===== config.mk =====
export PLATFORM = sky130hd
export DESIGN_NAME = encode_8_3_sync
export DESIGN_NICKNAME = d
export VERILOG_FILES = /design/src/rtl/enc_pkg.sv /design/src/rtl/encode_4_2.sv /design/src/rtl/encode_8_3_sync.sv
export SDC_FILE = /design/constraint.sdc
export NUM_CORES = 1
export LEC_CHECK = 0
export ABC_AREA = 0
export ABC_CLOCK_PERIOD_IN_PS = 2800
export BUFFER_PORTS_ARGS = -buffer_cell sky130_fd_sc_hd__buf_4
export CORE_AREA = 2 2 39 41
export DETAILED_ROUTE_END_ITERATION = 6
export DIE_AREA = 0 0 41 43
export MAX_ROUTING_LAYER = met4
export PLACE_DENSITY = 0.72
export SYNTH_ARGS = -nofsm -noshare
export SYNTH_HDL_FRONTEND = slang
export SYNTH_SLANG_ARGS = --single-unit

===== constraint.sdc =====
create_clock -name clka -period 2.8 [get_ports clka]
set_input_delay 0.84 -clock clka [delete_from_list [all_inputs] [get_ports clka]]
set_output_delay 0.84 -clock clka [all_outputs]
set_load 0.005 [all_outputs]

===== src/rtl/enc_pkg.sv =====
// rtl/enc_pkg.sv - shared widths and output-stage state type for the 8-to-3 event encoder
package enc_pkg;

  localparam int ENC_W = 8;
  localparam int IDX_W = 3;

  typedef enum logic {
    ST_IDLE,
    ST_HOLD
  } enc_state_t;

endpackage


===== src/rtl/encode_4_2.sv =====
// rtl/encode_4_2.sv - combinational 4-to-2 priority encoder with request-present flag
module encode_4_2 #(
  parameter bit HIGH_FIRST = 1'b1
) (
  input  logic [3:0] i_req,
  output logic [1:0] o_idx,
  output logic       o_any
);

  always_comb begin
    o_idx = 2'd0;
    o_any = |i_req;
    if (HIGH_FIRST) begin
      if (i_req[3])      o_idx = 2'd3;
      else if (i_req[2]) o_idx = 2'd2;
      else if (i_req[1]) o_idx = 2'd1;
      else               o_idx = 2'd0;
    end else begin
      if (i_req[0])      o_idx = 2'd0;
      else if (i_req[1]) o_idx = 2'd1;
      else if (i_req[2]) o_idx = 2'd2;
      else               o_idx = 2'd3;
    end
  end

endmodule


===== src/rtl/encode_8_3_sync.sv =====
// rtl/encode_8_3_sync.sv - registered 8-to-3 priority event encoder with valid/ready output
// Optional sticky overflow flag under ENC_OVERFLOW_EN.
module encode_8_3_sync
  import enc_pkg::*;
#(
  parameter bit HIGH_FIRST = 1'b1
) (
  input  logic             clka,
  input  logic             rst,
  input  logic             E,
  input  logic [ENC_W-1:0] In,
  output logic [IDX_W-1:0] Out,
  output logic             valid,
  input  logic             ready,
`ifdef ENC_OVERFLOW_EN
  output logic             overflow,
`endif
  output logic [ENC_W-1:0] pending
);

  enc_state_t       r_state;
  enc_state_t       w_state_nxt;
  logic [ENC_W-1:0] r_pending;
  logic [IDX_W-1:0] r_out;
  logic             w_load;
  logic [ENC_W-1:0] w_clr;
  logic [ENC_W-1:0] w_set;
  logic [1:0]       w_hi_idx;
  logic [1:0]       w_lo_idx;
  logic             w_hi_any;
  logic             w_lo_any;
  logic             w_sel_hi;
  logic [IDX_W-1:0] w_idx;
  logic             w_any;

  // Only the pending register feeds the encoders, so a fresh In bit is never presented early.
  encode_4_2 #(.HIGH_FIRST(HIGH_FIRST)) u_enc_hi (
    .i_req (r_pending[7:4]),
    .o_idx (w_hi_idx),
    .o_any (w_hi_any)
  );

  encode_4_2 #(.HIGH_FIRST(HIGH_FIRST)) u_enc_lo (
    .i_req (r_pending[3:0]),
    .o_idx (w_lo_idx),
    .o_any (w_lo_any)
  );

  assign w_sel_hi = HIGH_FIRST ? w_hi_any : ~w_lo_any;
  assign w_idx    = {w_sel_hi, (w_sel_hi ? w_hi_idx : w_lo_idx)};
  assign w_any    = w_hi_any | w_lo_any;
  assign w_set    = E ? In : '0;
  assign w_clr    = w_load ? (ENC_W'(1) << w_idx) : '0;

  always_comb begin
    w_state_nxt = r_state;
    w_load      = 1'b0;
    case (r_state)
      ST_IDLE: begin
        if (w_any) begin
          w_state_nxt = ST_HOLD;
          w_load      = 1'b1;
        end
      end
      ST_HOLD: begin
        if (ready) begin
          if (w_any) w_load = 1'b1;
          else       w_state_nxt = ST_IDLE;
        end
      end
      default: w_state_nxt = ST_IDLE;
    endcase
  end

  // Set wins over clear: a request re-asserted on its load edge stays pending.
  always_ff @(posedge clka) begin
    if (rst) begin
      r_state   <= ST_IDLE;
      r_out     <= '0;
      r_pending <= '0;
    end else begin
      r_state   <= w_state_nxt;
      r_pending <= (r_pending & ~w_clr) | w_set;
      if (w_load) r_out <= w_idx;
    end
  end

`ifdef ENC_OVERFLOW_EN
  logic r_overflow;

  always_ff @(posedge clka) begin
    if (rst) r_overflow <= 1'b0;
    else if (|(w_set & r_pending & ~w_clr)) r_overflow <= 1'b1;
  end

  assign overflow = r_overflow;
`endif

  assign Out     = r_out;
  assign valid   = (r_state == ST_HOLD);
  assign pending = r_pending;

endmodule


Word level (Yosys, flattened, before mapping)
Index checks and enable logic that the tools add are counted.

cells by class
  bitwise logic cells = 5
  shift operators = 1
  mux-type cells = 14
  reduce and logical (&&, ||, !) cells = 2

operators with widths
  kind                                                                number
  8-bit 2-to-1 mux                                                    2
  2-bit 2-to-1 mux                                                    5
  8-bit bitwise AND                                                   1
  8-bit inverter                                                      1
  8-bit bitwise OR                                                    1
  4-bit OR reduction                                                  2
  1-bit by 3-bit << shifter with 8-bit output (first input constant)  1
  1-bit 2-to-1 mux                                                    5
  1-bit one-hot mux with 2 select lines                               2
  1-bit inverter                                                      1
  1-bit bitwise OR                                                    1

storage, ports and cells
  register bits after elaboration = 12
  bits of input ports = 12
  word-level logic and storage cells = 25
  output and inout bits = 12

Longest topological paths before layout
  depth after elaboration = 9
  depth in mapped cells = 4
  mapped depth without buffers = 4

By module
Synthesis repeated with hierarchy kept, for this count alone.

unflattened totals
  cells, all modules = 70
  area, all modules = 574.3 um^2

by module, submodules not included
  module           area an instance (um^2)  instances  seq. area each (um^2)  cells each
  encode_8_3_sync  526.8                    1          240.2                  62
  encode_4_2       23.8                     2          0.0                    4

Worst setup path after synthesis
No wires, ideal clock.

  path type = input-to-reg
  from = input port ready
  to = register r_pending[0] (netlist: pending[0])
  setup slack = 1.289 ns
  library setup time = 0.132 ns
  stages on the path = 4
  arrival time = 1.379 ns
  path buffers = 0
  required time = 2.668 ns
  path through = nand2b_1 -> nand4b_1 -> o31ai_1 -> a21oi_1

between the ends
  longest elaborated chain between the ends = 6

ends and longest elaborated chain
  element                                RTL line               source
  from (decl)                            encode_8_3_sync.sv:14  input logic ready,
  1-bit 2-to-1 mux                       encode_8_3_sync.sv:66  if (ready) begin
  1-bit one-hot mux with 2 select lines  encode_8_3_sync.sv:58  case (r_state)
  8-bit 2-to-1 mux                       encode_8_3_sync.sv:53  assign w_clr = w_load ? (ENC_W'(1) << w_idx) : '0;
  8-bit inverter                         encode_8_3_sync.sv:83  r_pending <= (r_pending & ~w_clr) | w_set;
  8-bit bitwise AND                      encode_8_3_sync.sv:83
  8-bit bitwise OR                       encode_8_3_sync.sv:83
  to (signal assigned)                   encode_8_3_sync.sv:83
  to (decl)                              encode_8_3_sync.sv:23  logic [ENC_W-1:0] r_pending;

Every way passes these cells.
A chain may end at the register's enable or synchronous reset.

Final worst setup path
  from = register r_pending[7] (netlist: pending[7])
  to = output port pending[7]

RTL lines
  element    RTL line               source
  to (decl)  encode_8_3_sync.sv:18  output logic [ENC_W-1:0] pending

No word-level cell between the ends.

==> out/qor.log <==
INFO  cts            cts_tree=built
INFO  global_route   grt_first_pass_wirelength=1959um
INFO  drt            routed_wl=1162um
INFO  cts            numCtsBuffers=3
INFO  timing         setup_viol=0
INFO  final_layout   nets=97
INFO  place          place_inst=96
INFO  worst_setup_path cp.buffers_inverters=1
INFO  power          power.density_cell_area=540.2mW/mm^2
INFO  final_layout   mostFrequentLayoutCell=sky130_fd_sc_hd__buf_4
INFO  timing         min_period_over_period=62.38%
INFO  logic_synthesis yosys_warnings=0
INFO  drt            met3_routed_length=61um
INFO  cts            postCtsResizedCells=0
INFO  timing         timing.final.max_slew_violations=0
INFO  final_layout   drive_gt1_share=36.14%
INFO  timing         worst_pin_slew=0.4430ns
INFO  final_layout   final_cell_count_no_fill=99
INFO  cts            cts_max_level=1
INFO  drt            detailroute.via_count=514
INFO  cts            clock-root-buffer=sky130_fd_sc_hd__clkbuf_4
INFO  worst_setup_path worstPathCellList=buf_4
INFO  worst_setup_path cpPeakStageDelay=0.47ns
INFO  worst_setup_path setup_cp_type=register to output port
INFO  global_route   vias_in_the_first_global_route=470
INFO  power          combinationalPowerShare=22.5%
INFO  global_route   grt_antenna_before_repair=0
INFO  job            maximum_capacitance_violations=0
INFO  cts            tritoncts_num_sinks=12
INFO  timing         hold-worst-slack=0.4921ns
INFO  die            fp.dieH=43um
INFO  worst_setup_path worstPathArrival=0.91ns
INFO  worst_setup_path crit_path_max_fanout=7
INFO  final_layout   fillers=144
INFO  power          power.leakage=0.3166nW
INFO  timing         rsz0062_at_grt=false
INFO  cts            post-cts-setup-buffers=0
INFO  worst_setup_path crit_slowest_cell=sky130_fd_sc_hd__dfxtp_1
INFO  timing         fmaxAchievable=572.5MHz
INFO  die            initial_utilization=37.43%
INFO  timing         hold_viol=0
INFO  global_route   grt_start_max_net_pins=13
INFO  power          fraction_of_power_consumed_by_sequential_logic=51.3%
INFO  logic_synthesis ys_seq_elements=12
INFO  drt            drt_first_pass_iters=4
INFO  logic_synthesis synthCells=59
INFO  final_layout   regArea=240.2um^2
INFO  drt            route.detailed.drc=0
INFO  logic_synthesis synth.avg_cell_area=8.780um^2
INFO  timing         finalCriticalPeriod=1.747ns
INFO  final_layout   multiInputGateArea=266.5um^2
INFO  place          place_ws=1.050ns
INFO  min_path       worst_min_delay_path_category=register to register
INFO  cts            clk_latency=0.27ns
INFO  power          net-switching-power=0.1077mW
INFO  drt            drt-initial-drc-count=14
INFO  worst_setup_path category_of_the_worst_setup_path_capture_point=output port
INFO  drt            routed_length_on_met2=533um
INFO  place          place_congestion=0.7572
INFO  timing         final_critical_path_setup_slack=1.053ns
INFO  power          power.share.clock=26.3%
INFO  run_status     run_status=completed
INFO  cts            cts_hold_buf=0
INFO  die            core_area=0.001384mm^2
INFO  worst_setup_path crit_required=1.96ns
INFO  place          dpl.hpwl=884.8um
INFO  logic_synthesis mappedNetlistNets=71
INFO  cts            path_clk_slew=0.07ns
INFO  timing         worst_clock_skew=0.002607ns
INFO  worst_setup_path worst_path_dominant_cell_family=flip-flops
INFO  cts            longest_clk_path_bufs=2
INFO  logic_synthesis syn_area=518.0um^2
INFO  die            chipWidth=41um
INFO  drt            route.antenna.remaining_nets=0
INFO  logic_synthesis synth_cell_types=21
INFO  global_route   grt_overflow_total=0
INFO  die            dieArea=0.001763mm^2
INFO  final_layout   most-common-layout-cells=23 x sky130_fd_sc_hd__buf_4, 12 x sky130_fd_sc_hd__dfxtp_1, 9 x sky130_fd_sc_hd__nor2_1, 7 x sky130_fd_sc_hd__nand2_1, 6 x sky130_fd_sc_hd__a21oi_1
INFO  power          vdd.ir_drop.worst=0.0002571V
INFO  drt            m1WireLength=534um
INFO  timing         worst_slew_margin_rel=70.41%
INFO  logic_synthesis ys_seq_area_share=46.38%
INFO  final_layout   synthesis_to_finish_area_growth=40.10%
INFO  global_route   globalRouteTotalUtil=17.01%
INFO  worst_setup_path crit_path_start_kind=register
INFO  die            row_count=14
INFO  timing         final_layout_setup_total_negative_slack=0ns
INFO  power          cell_internal_pwr=0.2844mW
INFO  place          port_buffers=23
INFO  drt            via_per_inst=5.192
INFO  drt            topRoutingLayerUsed=met4
INFO  die            pin_count=24
INFO  drt            wl_cell=11.74um
INFO  power          swShare=27.46%
INFO  final_layout   insertedDiodeCount=0
-- per-layer routing --
metal  GRT usage, %  vias to the layer above
met5              -                        -
met4          10.00                        0
met3          4.712                        4
met2          21.88                       16
met1          22.98                      227
li1               -                      267
-- worst paths after layout --
path	startpoint	end	slack, ns	cells after the start
setup reg to reg	pending[3]	Out[1]	1.56	4
hold / removal	Out[2]	Out[2]	0.49	2
hold reg to reg	Out[2]	Out[2]	0.49	2
setup / recovery	pending[7]	pending[7]	1.05	1
-- worst register-to-register path, cell delays in order, from the launching register on --
cell	delay, ns
sky130_fd_sc_hd__dfxtp_1	0.37
sky130_fd_sc_hd__nor4_2	0.40
sky130_fd_sc_hd__a21oi_2	0.14
sky130_fd_sc_hd__nor2_1	0.14
sky130_fd_sc_hd__a311oi_2	0.06
-- final cells by class --
cell class              instances  share of cell area [%]
repair buffers                 23                   23.79
well taps                      16                   2.759
multi-input cells              44                   36.72
flip-flops and latches         12                   33.10
clock buffers                   3                   3.103
inverters                       1                  0.5172
-- cell families (layout without fill, tap and decap cells) --
kind of cell    count (synthesis)  in the layout  synth area share (%)
buf+inv                         3             27                 2.174
flops                          12             12                 46.38
compound gates                 21             21                 27.05
simple gates                   23             23                 24.40
-- per-stage QoR --
step / util, % / cell area (um^2) / power (mW)
finish: 52.44 / 725.7 / 0.3920
global route: 52.44 / 725.7 / 0.4173
global placement: 50.81 / 703.2 / 0.2932
CTS: 52.44 / 725.7 / 0.3951
floorplan: - / 518.0 / 0.2505
detailed placement: 50.81 / 703.2 / 0.2939
-- Yosys cell counts --
cell type,instances,area share (%)
sky130_fd_sc_hd__nand2b_1,1,1.2
sky130_fd_sc_hd__nor4_2,1,2.4
sky130_fd_sc_hd__clkbuf_1,2,1.4
sky130_fd_sc_hd__dfxtp_1,12,46
sky130_fd_sc_hd__nor2_1,9,6.5
sky130_fd_sc_hd__a21oi_2,1,1.7
sky130_fd_sc_hd__nand3_1,1,0.97
sky130_fd_sc_hd__o21ai_1,2,1.9
sky130_fd_sc_hd__o41ai_1,1,1.7
sky130_fd_sc_hd__nand2_1,7,5.1
sky130_fd_sc_hd__o21ai_0,3,2.9
sky130_fd_sc_hd__a31oi_1,1,1.2
sky130_fd_sc_hd__inv_1,1,0.72
sky130_fd_sc_hd__a22oi_1,4,5.8
sky130_fd_sc_hd__a311oi_2,1,2.9
sky130_fd_sc_hd__a21oi_1,6,5.8
sky130_fd_sc_hd__o31ai_1,1,1.4
sky130_fd_sc_hd__nor4_4,1,4.1
sky130_fd_sc_hd__a311oi_1,1,1.7
sky130_fd_sc_hd__nor2b_1,2,2.4
sky130_fd_sc_hd__nand4b_1,1,1.7
-- power by group through the flow --
stage | registers (mW) | logic (mW) | clock network (mW)
after floorplan | 0.204 | 0.0462 | 0
after global placement | 0.205 | 0.0883 | 0
after detailed placement | 0.205 | 0.0886 | 0
after CTS | 0.201 | 0.0891 | 0.105
after global routing | 0.204 | 0.0997 | 0.114
final | 0.201 | 0.0881 | 0.103
-- registers in the layout, indices dropped and copies added (netlist names) --
register and flops:
valid 1, pending 8, Out 3
No activity file was read; power rests on OpenSTA's default activity.
